$ cat src/rtl/nn_smoothgrad_polar_nchannel_pkg.sv
// Shared definitions for the multi-channel polar smooth-gradient accumulator:
// channel-index width helper and the per-channel step classification.
package nn_smoothgrad_polar_nchannel_pkg;

    typedef enum logic [1:0] {
        INC  = 2'd0,
        DEC  = 2'd1,
        FLIP = 2'd2,
        HOLD = 2'd3
    } stepType_t;

    // A single-channel build still needs a 1-bit index port.
    function automatic int chIdxWidth(input int nCh);
        return (nCh > 1) ? $clog2(nCh) : 1;
    endfunction

endpackage

$ cat src/rtl/smoothgrad_polar_cell.sv
// One channel: sign/magnitude register, optional resistance counter and flip flag.
// Resistance counting is built only when SMOOTHGRAD_RESISTANCE_EN is defined.
module smoothgrad_polar_cell
    import nn_smoothgrad_polar_nchannel_pkg::*;
#(
    parameter int N            = 8,
    parameter int N_RESISTANCE = 9
) (
    input  logic                    CLK,
    input  logic                    INIT_N,
    input  logic                    EN,
    input  logic                    LOAD,
    input  logic                    sel,
    input  logic                    inSs,
    input  logic                    inSign,
    input  logic [N_RESISTANCE-1:0] resistance,
    input  logic [N-1:0]            outInit,
    input  logic                    signOutInit,
    output logic [N-1:0]            mag,
    output logic                    signOut,
    output logic                    flip
);

    localparam logic [N-1:0] MAG_MAX = '1;

    logic [N-1:0] magReg;
    logic [N-1:0] magNext;
    logic         signReg;
    logic         signNext;
    logic         flipReg;
    logic         applyStep;
    stepType_t    stepType;

`ifdef SMOOTHGRAD_RESISTANCE_EN
    logic [N_RESISTANCE-1:0] cntReg;
    logic [N_RESISTANCE-1:0] cntNext;
    logic [N_RESISTANCE:0]   cntInc;

    // Compare one bit wider so a counter left above a lowered threshold still fires.
    always_comb begin
        cntInc    = {1'b0, cntReg} + (N_RESISTANCE + 1)'(1);
        applyStep = 1'b0;
        cntNext   = cntReg;
        if (sel && inSs) begin
            if (cntInc >= {1'b0, resistance}) begin
                applyStep = 1'b1;
                cntNext   = '0;
            end else begin
                cntNext = cntInc[N_RESISTANCE-1:0];
            end
        end
    end

    always_ff @(posedge CLK) begin
        if (!INIT_N || LOAD) begin
            cntReg <= '0;
        end else if (EN) begin
            cntReg <= cntNext;
        end
    end
`else
    logic unusedResistance;
    assign unusedResistance = ^resistance;
    assign applyStep        = sel && inSs;
`endif

    always_comb begin
        stepType = HOLD;
        if (applyStep) begin
            if (inSign == signReg) begin
                stepType = INC;
            end else if (magReg != '0) begin
                stepType = DEC;
            end else begin
                stepType = FLIP;
            end
        end
    end

    always_comb begin
        magNext  = magReg;
        signNext = signReg;
        case (stepType)
            INC: begin
                if (magReg != MAG_MAX) begin
                    magNext = magReg + N'(1);
                end
            end
            DEC:     magNext  = magReg - N'(1);
            FLIP:    signNext = inSign;
            default: begin
            end
        endcase
    end

    // The flip flag is a pulse: it is cleared on every edge that does not flip.
    always_ff @(posedge CLK) begin
        if (!INIT_N) begin
            magReg  <= '0;
            signReg <= 1'b0;
            flipReg <= 1'b0;
        end else if (LOAD) begin
            magReg  <= outInit;
            signReg <= signOutInit;
            flipReg <= 1'b0;
        end else if (EN) begin
            magReg  <= magNext;
            signReg <= signNext;
            flipReg <= (stepType == FLIP);
        end else begin
            flipReg <= 1'b0;
        end
    end

    assign mag     = magReg;
    assign signOut = signReg;
    assign flip    = flipReg;

endmodule

$ cat src/rtl/nn_smoothgrad_polar_nchannel.sv
// Time-multiplexed N_CH-channel polar accumulator: a round-robin index selects the
// channel that samples its pulse each cycle. Optional feature: SMOOTHGRAD_RESISTANCE_EN.
module nn_smoothgrad_polar_nchannel
    import nn_smoothgrad_polar_nchannel_pkg::*;
#(
    parameter int N            = 8,
    parameter int N_CH         = 2,
    parameter int N_RESISTANCE = 9
) (
    input  logic                          CLK,
    input  logic                          INIT_N,
    input  logic                          EN,
    input  logic                          LOAD,
    input  logic [N_CH-1:0]               IN_SS,
    input  logic [N_CH-1:0]               SIGN,
    input  logic [N_RESISTANCE-1:0]       RESISTANCE,
    input  logic [N-1:0]                  OUT_INIT,
    input  logic                          SIGN_OUT_INIT,
    output logic [N_CH*N-1:0]             REG,
    output logic [N_CH-1:0]               SIGN_OUT,
    output logic [chIdxWidth(N_CH)-1:0]   CH_IDX,
    output logic                          TransitionChange_TRIG
);

    localparam int                 IDX_W    = chIdxWidth(N_CH);
    localparam logic [IDX_W-1:0]   IDX_LAST = IDX_W'(N_CH - 1);

    logic [IDX_W-1:0] chIdxReg;
    logic [IDX_W-1:0] chIdxNext;
    logic [N_CH-1:0]  flipVec;
    logic [N_CH-1:0]  signVec;

    always_comb begin
        chIdxNext = (chIdxReg == IDX_LAST) ? '0 : chIdxReg + IDX_W'(1);
    end

    always_ff @(posedge CLK) begin
        if (!INIT_N || LOAD) begin
            chIdxReg <= '0;
        end else if (EN) begin
            chIdxReg <= chIdxNext;
        end
    end

    generate
        for (genvar gi = 0; gi < N_CH; gi++) begin : gCell
            smoothgrad_polar_cell #(
                .N            (N),
                .N_RESISTANCE (N_RESISTANCE)
            ) uCell (
                .CLK         (CLK),
                .INIT_N      (INIT_N),
                .EN          (EN),
                .LOAD        (LOAD),
                .sel         (chIdxReg == IDX_W'(gi)),
                .inSs        (IN_SS[gi]),
                .inSign      (SIGN[gi]),
                .resistance  (RESISTANCE),
                .outInit     (OUT_INIT),
                .signOutInit (SIGN_OUT_INIT),
                .mag         (REG[gi*N +: N]),
                .signOut     (signVec[gi]),
                .flip        (flipVec[gi])
            );
        end
    endgenerate

    assign SIGN_OUT              = signVec;
    assign CH_IDX                = chIdxReg;
    assign TransitionChange_TRIG = |flipVec;

endmodule

$ cat config.mk
export PLATFORM = sky130hd
export DESIGN_NAME = nn_smoothgrad_polar_nchannel
export DESIGN_NICKNAME = d
export VERILOG_FILES = /design/src/rtl/nn_smoothgrad_polar_nchannel_pkg.sv /design/src/rtl/smoothgrad_polar_cell.sv /design/src/rtl/nn_smoothgrad_polar_nchannel.sv
export SDC_FILE = /design/constraint.sdc
export NUM_CORES = 1
export LEC_CHECK = 0
export BUFFER_PORTS_ARGS = -buffer_cell sky130_fd_sc_hd__buf_2
export CORE_UTILIZATION = 55
export CTS_BUF_LIST = sky130_fd_sc_hd__clkbuf_2
export CTS_CLUSTER_DIAMETER = 40
export DETAILED_ROUTE_END_ITERATION = 10
export GPL_TIMING_DRIVEN = 0
export PLACE_DENSITY = 0.82
export SYNTH_ARGS = -nofsm -noshare
export SYNTH_HDL_FRONTEND = slang
export SYNTH_HIERARCHICAL = 1
export SYNTH_SLANG_ARGS = --single-unit
export TNS_END_PERCENT = 10
$ cat constraint.sdc
create_clock -name CLK -period 2.8 [get_ports CLK]
set_input_delay 0.56 -clock CLK [delete_from_list [all_inputs] [get_ports CLK]]
set_output_delay 0.56 -clock CLK [all_outputs]
set_load 0.02 [all_outputs]
## Word-level counts from Yosys, hierarchy flattened

Cells that the tools add are included.
W data, S select, Z words.

- Bits in registers: 21
- Input port bits: 26
- Output and inout port bits: 20
- Logic and storage cells: 65

- Add/sub/neg operators: 5
- Equal/unequal tests: 10
- Multiplexer cells: 21
- Bitwise gates (word level): 3
- Reductions and logical operators: 19

Operator list:

| cell | number |
|---|---|
| $mux W8 | 6 |
| $pmux W8 S2 | 2 |
| $add A8 B1 Y8 const B | 2 |
| $ne A8 B8 Y1 const B | 2 |
| $reduce_bool A8 Y1 | 2 |
| $sub A8 B1 Y8 const B | 2 |
| $mux W2 | 6 |
| $mux W1 | 7 |
| $ne A3 B2 Y1 const B | 2 |
| $reduce_and A3 Y1 | 2 |
| $reduce_bool A2 Y1 | 3 |
| $reduce_bool A3 Y1 | 2 |
| $eq A2 B1 Y1 const B | 2 |
| $eq A2 B2 Y1 const B | 2 |
| $logic_not A2 Y1 | 2 |
| $reduce_and A2 Y1 | 2 |
| $not A1 Y1 | 3 |
| $reduce_or A3 Y1 | 1 |
| $eq A1 B1 Y1 | 2 |
| $logic_and A1 B1 Y1 | 2 |
| $reduce_or A2 Y1 | 1 |
| $add A1 B1 Y1 const B | 1 |
| $logic_not A1 Y1 | 1 |
| $logic_or A1 B1 Y1 | 1 |

## Longest topological paths before layout

Gate-level depths: netlist (run 1).

- Depth after elaboration: 8
- Gate-level depth with buffers: 10
- Mapped depth without buffers: 10

## Cells and area by module

The synthesis (run 1) kept the hierarchy.

Modules (own cells, without submodules):

| module | times used | cells an instance | area each (um^2) | sequential area each (um^2) |
|---|---|---|---|---|
| smoothgrad_polar_cell | 2 | 102 | 877.1 | 200.2 |
| nn_smoothgrad_polar_nchannel | 1 | 5 | 51.3 | 20.0 |

## Worst setup path before layout (run 1)

No wires, ideal clock.

- Path type: in2reg
- Start: in SIGN[0]
- End: reg gCell[0].uCell.magReg[6]
- Library setup time: 0.120 ns
- Data arrival time: 2.278 ns
- Data required time: 2.680 ns
- Setup slack: 0.403 ns
- Cell stages on the path: 9
- Cell sequence: xnor2_1 a211oi_2 xor2_1 ha_1 nor2_1 nand2_1 o311a_1 a32oi_1 o31ai_1

- Cells in the longest elaborated chain, start to end: 7

RTL lines:

| what | line | source |
|---|---|---|
| from (decl) | nn_smoothgrad_polar_nchannel.sv:15 | `input logic [N_CH-1:0] SIGN,` |
| $eq A1 B1 Y1 * | smoothgrad_polar_cell.sv:70 | `if (inSign == signReg) begin` |
| $mux W2 * | smoothgrad_polar_cell.sv:70 |  |
| $mux W2 * | smoothgrad_polar_cell.sv:69 | `if (applyStep) begin` |
| $eq A2 B1 Y1 / $logic_not A2 Y1 (equally long branches) | smoothgrad_polar_cell.sv:83 | `case (stepType)` |
| $pmux W8 S2 | smoothgrad_polar_cell.sv:83 |  |
| $mux W8 | smoothgrad_polar_cell.sv:106 | `end else if (EN) begin` |
| $mux W8 | smoothgrad_polar_cell.sv:102 | `end else if (LOAD) begin` |
| to (signal assigned) | smoothgrad_polar_cell.sv:103 | `magReg <= outInit;` |
| to (signal assigned) | smoothgrad_polar_cell.sv:107 | `magReg <= magNext;` |
| to (decl) | smoothgrad_polar_cell.sv:26 | `logic [N-1:0] magReg;` |

Mark *: on every way between the ends. The rest lies on a longest branch, timed or not. The select of a mux whose other input is x is not followed.
A chain may end at the register's enable or synchronous reset.

## Worst setup path in the final report (run 1)

- Start: reg gCell[1].uCell.signReg
- End: reg gCell[1].uCell.magReg[6]

- Cells in the longest elaborated chain, start to end: 7

RTL lines:

| what | line | source |
|---|---|---|
| from (decl) | smoothgrad_polar_cell.sv:28 | `logic signReg;` |
| from (signal assigned) | smoothgrad_polar_cell.sv:104 | `signReg <= signOutInit;` |
| from (signal assigned) | smoothgrad_polar_cell.sv:108 | `signReg <= signNext;` |
| $eq A1 B1 Y1 * | smoothgrad_polar_cell.sv:70 |  |
| $mux W2 * | smoothgrad_polar_cell.sv:70 |  |
| $mux W2 * | smoothgrad_polar_cell.sv:69 |  |
| $eq A2 B1 Y1 / $logic_not A2 Y1 (equally long branches) | smoothgrad_polar_cell.sv:83 |  |
| $pmux W8 S2 | smoothgrad_polar_cell.sv:83 |  |
| $mux W8 | smoothgrad_polar_cell.sv:106 |  |
| $mux W8 | smoothgrad_polar_cell.sv:102 |  |
| to (signal assigned) | smoothgrad_polar_cell.sv:103 |  |
| to (signal assigned) | smoothgrad_polar_cell.sv:107 |  |
| to (decl) | smoothgrad_polar_cell.sv:26 |  |

Marks and branches as above.

==> results of run 1 <==
-- worst paths after layout --
| check | startpoint | endpoint | slack [ps] | cells past startpoint |
|---|---|---|---|---|
| setup / recovery | gCell[1].uCell/signOut | gCell[1].uCell/mag[6] | 190 | 9 |
| hold / removal | OUT_INIT[6] | gCell[1].uCell/mag[6] | 460 | 3 |
| setup reg to reg | gCell[1].uCell/signOut | gCell[1].uCell/mag[6] | 190 | 9 |
| hold reg to reg | CH_IDX | CH_IDX | 670 | 2 |
-- what timing repair did --
item / CTS / global route
endpoints found under the setup margin: 0 / 1
gates resized for setup: 0 / 1
hold buffers: 0 / 0
-- routing by layer --
layer | vias up | part of all wire [%]
met1 | 876 | 49
met4 | 0 | 0.23
li1 | 902 | -
met3 | 2 | 7.3
met2 | 67 | 43
met5 | - | 0
-- logic make-up after synthesis --
| logic type | after synthesis | synth area share, % |
|---|---|---|
| adders and majority gates | 2 | 1.386 |
| AOI/OAI and AO/OA | 70 | 31.46 |
| xor gates and xnor gates | 11 | 5.336 |
| DFF | 21 | 23.28 |
| buffers and inverters | 19 | 5.336 |
| muxes | 10 | 5.821 |
| and+or+nand+nor | 76 | 27.37 |
-- cell usage in the layout, fill, tap and decap left out, drive strengths merged, types with 6 or more instances in the layout --
master  count
nor3        8
buf        44
mux2i       6
nand3      14
xnor2       7
dfxtp      21
a211oi      8
nor2        8
nor4        6
inv         9
nand2      20
o21ai      12
-- tightest hold or removal path, stage by stage --
cell and delay [ps]:
buf_2 90, nand3_1 60, o31ai_1 60
-- where the power goes --
| part | switching [mW] | internal (mW) | leakage [nW] |
|---|---|---|---|
| registers | 0.0333 | 0.319 | 0.174 |
| logic | 0.170 | 0.113 | 0.613 |
| clock network | 0.0947 | 0.0324 | 0.0164 |
| total | 0.298 | 0.464 | 0.803 |
-- stage by stage --
step                      area, µm²  hold WS, ps  setup TNS (ps)  util (%)
after global routing           2068        465.0               0     67.20
after CTS                      2061        466.6               0     66.95
final                          2068        464.1               0     67.20
after global placement         2041        636.6          -166.8     66.30
after detailed placement       2041        646.5          -260.0     66.30
after floorplan                1805        629.5               0         -
-- state kept, by name, indices dropped and copies added, names as in the netlist --
name                 flops
CH_IDX                   1
gCell.uCell/flip         2
gCell.uCell/mag         16
gCell.uCell/signOut      2
-- layout make-up --
class                      instances  area share, %
clock inverter                     1         0.2420
sequential                        21          20.33
timing repair buffer              36          8.711
tap                               44          2.662
inverter                           9          1.633
buffer                            10          3.025
multi-input combinational        169          62.67
clock buffer                       3         0.7260
==> qor.yml, run 1 <==
clocking:
  path_clk_slew_ps: 190
  post_cts_buffers: 0
  cts_buffers: 3
  h-tree-depth: 1
  clock_path_buffers: 2
  ctsRootBufferMaster: "clkbuf_2"
  cts_sinks: 21
  worstSkewPairLatency_ps: 330
  cts_tree: "yes"
synth:
  syn_inst: 209
  synth_seq_cells: 21
  post-synth-top-count-cell: "dfxtp_1"
  synth_area_um2: 1805
  synthFlopType: "dfxtp_1"
  synth_edf_count: 0
  synth.area.top_cells: "dfxtp_1, nor4_4, nand3_1"
  ys_warn_count: 6
  ys_types: 51
  async_reset_ff_share_pct: 0
  postSynthAreaPerCell_um2: 8.639
  netlist.top_cell.by_area: "dfxtp_1"
  ys_seq_area_share_pct: 23.28
  syn-num-nets: 237
  synth_common_cells: "dfxtp_1, nand2_1, nand3_1"
  yosysTopAreaCellShare_pct: 23.28
power:
  fin_total_pwr_mw: 0.7619
  power_density_nw_per_um2: 368.4
  peakVddDrop_uv: 375.7
  p_leak_nw: 0.8033
routing:
  wirelength_mm: 4.304
  first_iter_violations: 115
  firstDrtPassIters: 4
  drc: 0
  via_per_inst: 6.304
  via_count: 1847
  ant_nets: 0
  avgRoutedWirePerCell_um: 14.69
outcome:
  status: "finished clean"
global_routing:
  grtUsageMet2_pct: 38.68
  grt_first_pass_wirelength_mm: 7.003
  overflow: 0
  grt_max_degree: 16
  grt_antenna_before_repair: 0
  grt.met3_usage_pct: 5.459
  busiest_layer: "met2"
  met1_usage_pct: 36.74
  grt_pass1_vias: 1652
  grt.total_usage_pct: 25.63
critical_path:
  worstPathCellList: "xnor2_1 > a211oi_2 > xor2_1 > ha_1 > nor2_1 > nand2_1 > o311a_1 > a32oi_1 > o31ai_1"
  crit_arrival_ps: 2840
  worstPathMaxFanout: 8
  cp_slowest_cell: "xnor2_1"
  cpPeakStageDelay_ps: 610
  critPathLaunchType: "register"
  cp_top_family: "XOR/XNOR gates"
  path_class: "register to register"
  crit_buf_inv: 0
  required_ps: 3030
  endpoint_kind: "register"
sta:
  fmax_mhz: 383.2
  relSlewSlack_pct: 51.00
  setup_viol: 0
  timing.final.crit_share_pct: 93.20
  skew_ps: 11.35
  drv_slew: 0
  hold_viol: 0
  rsz0062_at_grt: "false"
  setup_ws_ps: 190.5
  fin_crit_ps: 2610
  tightest_slew_ps: 729.8
die:
  dieHeight_um: 59.30
  fp-row-count: 20
  die_x_um: 59.30
  initial_utilization_pct: 58.66
  die_area_um2: 3516
  pin_count: 46
  core_area_um2: 3078
placement:
  dp_hpwl_mm: 3.289
  dp_cells: 289
  place_congestion: 0.9593
  dp_slack_ps: -149.1
  portBuffers: 36
finish:
  final_cells: 293
  layout-drive-gt1-share_pct: 29.32
  fillCellCount: 281
  area_delta_synth_final_pct: 14.55
  multiInputGateArea_um2: 1296
  antenna_cells: 0
  nets: 278
  register_area_um2: 420.4
hold_path:
  hold_path_class: "primary input to register"
run:
  max_cap_viol_count: 0
Power figures use the tool's default switching activity.
==> inputs of run 2 (changes only) <==
--- a/config.mk
+++ b/config.mk
@@ -6,12 +6,14 @@
 export NUM_CORES = 1
 export LEC_CHECK = 0
 export BUFFER_PORTS_ARGS = -buffer_cell sky130_fd_sc_hd__buf_2
-export CORE_UTILIZATION = 55
+export CELL_PAD_IN_SITES_DETAIL_PLACEMENT = 0
+export CELL_PAD_IN_SITES_GLOBAL_PLACEMENT = 1
+export CORE_UTILIZATION = 41
 export CTS_BUF_LIST = sky130_fd_sc_hd__clkbuf_2
 export CTS_CLUSTER_DIAMETER = 40
 export DETAILED_ROUTE_END_ITERATION = 10
 export GPL_TIMING_DRIVEN = 0
-export PLACE_DENSITY = 0.82
+export PLACE_DENSITY_LB_ADDON = 0.1
 export SYNTH_ARGS = -nofsm -noshare
 export SYNTH_HDL_FRONTEND = slang
 export SYNTH_HIERARCHICAL = 1
==> qor.yml, run 2 (same netlist as run 1, synthesis figures left out) <==
routing:
  avgRoutedWirePerCell_um: 15.65  # +6.5%
  first_iter_violations: 84  # -27%
  ant_nets: 0  # unchanged
  drc: 0  # unchanged
  via_per_inst: 6.020  # -4.5%
  firstDrtPassIters: 4  # unchanged
  via_count: 1800  # -2.5%
  wirelength_mm: 4.679  # +8.7%
placement:
  dp_hpwl_mm: 3.592  # +9.2%
  place_congestion: 0.8537  # -11%
  portBuffers: 36  # unchanged
  dpl_cell_area_um2: 2048  # +0.37%
die:
  dieHeight_um: 68.36  # +15%
  die_x_um: 68.36  # +15%
  pin_count: 46  # unchanged
  core_area_um2: 4115  # +34%
  fp-row-count: 23  # +15%
  initial_utilization_pct: 43.87  # -15 points
  die_area_um2: 4673  # +33%
sta:
  fin_crit_ps: 2568  # -41.71 ps
  timing.final.crit_share_pct: 91.71  # -1.5 points
  drv_slew: 0  # unchanged
  relSlewSlack_pct: 51.76  # +0.76 points
  skew_ps: 4.066  # -7.280 ps
  setup_viol: 0  # unchanged
  tightest_slew_ps: 718.5  # -11.26 ps
  fmax_mhz: 389.4  # +1.6%
  rsz0062_at_grt: "false"
  hold_viol: 0  # unchanged
finish:
  layout_commonest_cell: "buf_2"
  antenna_cells: 0  # unchanged
  stdcell_area_um2: 2076  # +0.36%
  fillCellCount: 428  # +52%
  final_cell_mix: "buf_2, dfxtp_1, nand2_1, nand3_1, o21ai_0"
  nets: 278  # unchanged
  largest_reg_flops: 16  # unchanged
  area_delta_synth_final_pct: 14.97
  layout-drive-gt1-share_pct: 29.32  # unchanged
clocking:
  post_cts_buffers: 0  # unchanged
  h-tree-depth: 1  # unchanged
  ctsRootBufferMaster: "clkbuf_2"
  cts_sinks: 21  # unchanged
  cts_buffers: 3  # unchanged
  path_clk_slew_ps: 220  # +30 ps
  worstSkewPairLatency_ps: 330  # about the same
  clock_path_buffers: 2  # unchanged
  cts_hold_buf: 0  # unchanged
  cts_tree: "yes"
  cts_resized: 0  # unchanged
critical_path:
  cpPeakStageDelay_ps: 610  # about the same
  endpoint_kind: "register"
  path_class: "register to register"
  required_ps: 3050  # +20 ps
  worstPathMaxFanout: 8  # unchanged
  cp_slowest_cell: "xnor2_1"
  worstPathCellList: "xnor2_1 > a211oi_2 > xor2_1 > ha_1 > nor2_1 > nand2_1 > o311a_1 > a32oi_1 > o31ai_1"
  crit_arrival_ps: 2820  # -20 ps
  critPathLaunchType: "register"
global_routing:
  overflow: 0  # unchanged
  grt_pass1_vias: 1537  # -7.0%
  grt.total_usage_pct: 21.21  # -4.4 points
  grt_max_degree: 16  # unchanged
  grt_first_pass_wirelength_mm: 7.486  # +6.9%
  grt_antenna_before_repair: 0  # unchanged
power:
  fin_total_pwr_mw: 0.7737  # +1.5%
  power_density_nw_per_um2: 372.7  # +1.2%
  peakVddDrop_uv: 160.2  # -57%
  p_leak_nw: 0.8035  # about the same
outcome:
  status: "finished clean"
hold_path:
  hold_path_class: "primary input to register"
run:
  max_cap_viol_count: 0  # unchanged
## run 2: final timing paths
kind / cells past startpoint / slack [ps] / to / from
max: 9 / 230 / gCell[0].uCell/mag[6] / gCell[0].uCell/signOut
min: 3 / 460 / gCell[0].uCell/mag[6] / OUT_INIT[6]
max reg2reg: 9 / 230 / gCell[0].uCell/mag[6] / gCell[0].uCell/signOut
min reg2reg: 2 / 670 / CH_IDX / CH_IDX
## run 2: worst max-delay path: cells and delay by family, from the launching register on
kind / cells / cell delay (ps)
XOR/XNOR: 2 / 800
AO/OA/AOI/OAI: 4 / 760
flip-flops: 1 / 400
AND/OR/NAND/NOR: 2 / 290
adder cells (fa/ha/maj): 1 / 240
## run 2: stage by stage
stage / TNS [ps] / worst slack [ps] / cells / utilization [%] / hold WS, ps
floorplan: 0 / 402.5 / 209 / - / 629.5
global placement: -114.3 / -66.03 / 295 / 49.77 / 628.4
detailed placement: -122.1 / -72.26 / 295 / 49.77 / 636.5
CTS: 0 / 218.5 / 299 / 50.26 / 438.9
global route: 0 / 61.10 / 299 / 50.44 / 434.2
finish: 0 / 232.2 / 299 / 50.44 / 461.8
## run 2: routing by layer
metal / vias up / share of wire (%) / global-route usage, %
li1: 902 / - / -
met1: 827 / 52 / 32.97
met2: 67 / 41 / 30.15
met3: 4 / 6.9 / 2.833
met4: 0 / 0.21 / 4.427
met5: - / 0 / 0
## run 2: cell type report
class	count	area [µm²]	share of cell area (%)
Buffer	10	62.56	3.014
Tap cell	50	62.56	3.014
Inverter	9	33.78	1.627
Multi-Input combinational cell	169	1296	62.45
Sequential cell	21	420.4	20.25
Clock buffer	4	20.02	0.9644
Timing Repair Buffer	36	180.2	8.680
## run 2: power by group
group	internal [mW]	total [mW]	switching [mW]
logic	0.113	0.281	0.167
registers	0.319	0.353	0.0345
clock network	0.0378	0.140	0.102
==> inputs of run 3 (changes only) <==
--- a/config.mk
+++ b/config.mk
@@ -8,7 +8,7 @@
 export BUFFER_PORTS_ARGS = -buffer_cell sky130_fd_sc_hd__buf_2
 export CELL_PAD_IN_SITES_DETAIL_PLACEMENT = 0
 export CELL_PAD_IN_SITES_GLOBAL_PLACEMENT = 1
-export CORE_UTILIZATION = 41
+export CORE_UTILIZATION = 25
 export CTS_BUF_LIST = sky130_fd_sc_hd__clkbuf_2
 export CTS_CLUSTER_DIAMETER = 40
 export DETAILED_ROUTE_END_ITERATION = 10
==> qor.yml, run 3 (same netlist as run 1, synthesis figures left out) <==
routing:
  firstDrtPassIters: 4  # unchanged
  wirelength_mm: 5.419  # +16%
  first_iter_violations: 125  # +49%
  drc: 0  # unchanged
  via_count: 1785  # -0.83%
  ant_nets: 0  # unchanged
  avgRoutedWirePerCell_um: 15.71  # +0.37%
  via_per_inst: 5.174  # -14%
power:
  p_seq_share_pct: 45.2  # -0.5 points
  clkPwrFrac_pct: 17.7  # -0.4 points
  power_density_nw_per_um2: 364.9  # -2.1%
  p_int_mw: 0.4669  # -0.61%
  combPwrFrac_pct: 37.1  # +0.8 points
  swShare_pct: 40.36  # +1.1 points
  peakVddDrop_uv: 237.5  # +48%
  p_leak_nw: 0.8054  # +0.23%
  switching_power_mw: 0.3160  # +4.0%
hold_path:
  hold_depth: 2  # -1
  hold_path_class: "primary input to register"
  hold_start: "SIGN_OUT_INIT"
  min_to: "gCell[0].uCell/signOut"
clocking:
  path_clk_slew_ps: 250  # +30 ps
  h-tree-depth: 1  # unchanged
  cts_buffers: 3  # unchanged
  cts_tree: "yes"
  clock_path_buffers: 2  # unchanged
  ctsRootBufferMaster: "clkbuf_2"
  cts_hold_buf: 0  # unchanged
  cts_resized: 0  # unchanged
  post_cts_buffers: 0  # unchanged
  cts_sinks: 21  # unchanged
  worstSkewPairLatency_ps: 350  # +20 ps
sta:
  setup_ws_ps: 185.5  # -46.68 ps
  skew_ps: 35.94  # +31.87 ps
  setup_tns_ps: 0  # unchanged
  drv_slew: 0  # unchanged
  relSlewSlack_pct: 58.57  # +6.8 points
  hold_viol: 0  # unchanged
  fmax_mhz: 382.5  # -1.8%
  setup_viol: 0  # unchanged
  rsz0062_at_grt: "false"
  fin_crit_ps: 2614  # +46.68 ps
  tightest_slew_ps: 619.3  # -99.22 ps
  timing.final.crit_share_pct: 93.37  # +1.7 points
die:
  initial_utilization_pct: 26.28  # -18 points
  die_area_um2: 7566  # +62%
  die_x_um: 86.98  # +27%
  core_area_um2: 6869  # +67%
  fp-row-count: 30  # +30%
  dieHeight_um: 86.98  # +27%
  pin_count: 46  # unchanged
global_routing:
  grt_pass1_vias: 1685  # +9.6%
  grt_antenna_before_repair: 0  # unchanged
  grt_first_pass_wirelength_mm: 8.631  # +15%
  grt.total_usage_pct: 14.67  # -6.5 points
  grt_max_degree: 16  # unchanged
  overflow: 0  # unchanged
critical_path:
  r2r-end: "gCell[0].uCell/mag[6]"
  required_ps: 3030  # -20 ps
  path_depth: 9  # unchanged
  cp_slowest_cell: "dfxtp_1"
  cp_top_family: "simple AND/OR/NAND/NOR gates"
  worstPathMaxFanout: 9  # +1
  reg2reg_depth: 9  # unchanged
  r2r-start: "gCell[0].uCell/mag[2]"
  path_class: "register to register"
  crit_buf_inv: 0  # unchanged
  crit_start: "gCell[0].uCell/mag[2]"
  critPathLaunchType: "register"
  crit_arrival_ps: 2850  # +30 ps
  rrSetupSlack_ps: 190  # -50 ps
  cpPeakStageDelay_ps: 480  # -130 ps
  worstPathCellList: "nor4_4 > a211oi_2 > xor2_1 > ha_1 > nor2_1 > nand2_1 > o311a_1 > a32oi_1 > o31ai_1"
  endpoint_kind: "register"
finish:
  antenna_cells: 0  # unchanged
  fillCellCount: 759  # +77%
  nets: 278  # unchanged
  stdcell_area_um2: 2146  # +3.4%
  multiInputGateArea_um2: 1306  # +0.77%
  final_cell_mix: "buf_2, dfxtp_1, nand2_1, nand3_1, o21ai_0"
  postLayoutCoreUtil_pct: 31.24  # -19 points
  layout_commonest_cell: "buf_2"
  area_delta_synth_final_pct: 18.85
  largest_reg_flops: 16  # unchanged
  register_area_um2: 420.4  # unchanged
  layout-drive-gt1-share_pct: 30.12  # +0.80 points
placement:
  dp_hpwl_mm: 4.200  # +17%
  dpl_cell_area_um2: 2106  # +2.8%
  portBuffers: 36  # unchanged
  dp_slack_ps: -230.4  # -158.1 ps
  place_congestion: 0.7461  # -13%
outcome:
  status: "finished clean"
run:
  max_cap_viol_count: 0  # unchanged
==> run 3: changes by cell type in the layout (fill, tap and decap cells not counted), sizes merged <==
cell      before  now
clkbuf         6    5
clkinvlp       0    1
==> run 3: area by class of cell <==
type	count	share of cell area, %
clock inverters	1	0.3499
flip-flops and latches	21	19.59
inverters	9	1.574
clock buffers	3	0.6997
plain buffers	10	2.915
well taps	96	5.598
multi-input cells	169	60.87
repair buffers	36	8.397
==> run 3: power by group through the flow <==
stage	sequential, mW	clock, mW	combinational [mW]
4_1_cts	0.354	0.153	0.289
3_3_place_gp	0.360	0	0.293
6_report	0.354	0.138	0.291
3_5_place_dp	0.359	0	0.288
2_1_floorplan	0.375	0	0.183
5_1_grt	0.359	0.166	0.319
==> run 3: layer usage <==
| layer | track usage [%] | wire, µm | vias to the layer above |
|---|---|---|---|
| met1 | 22.72 | 3011 | 843 |
| met5 | 0 | 0 | - |
| met3 | 3.223 | 224 | 4 |
| li1 | - | - | 902 |
| met4 | 2.576 | 37 | 0 |
| met2 | 20.47 | 2146 | 36 |
==> run 3: per-stage QoR <==
stage          hold slack, ps  cells  total power [mW]
3_3_place_gp            638.6    341            0.6529
2_1_floorplan           629.5    209            0.5580
4_1_cts                 396.9    345            0.7958
3_5_place_dp            652.1    341            0.6475
5_1_grt                 359.0    345            0.8441
6_report                430.6    345            0.7829
==> run 3: worst max path at each step <==
stage | endpoint | slack [ps]
after floorplan | gCell[0].uCell/mag[6] | 400
after global placement | gCell[1].uCell/mag[6] | -300
after detailed placement | gCell[0].uCell/mag[6] | -230
after CTS | gCell[0].uCell/mag[6] | 1
after global routing | gCell[0].uCell/mag[6] | 6
final | gCell[0].uCell/mag[6] | 190
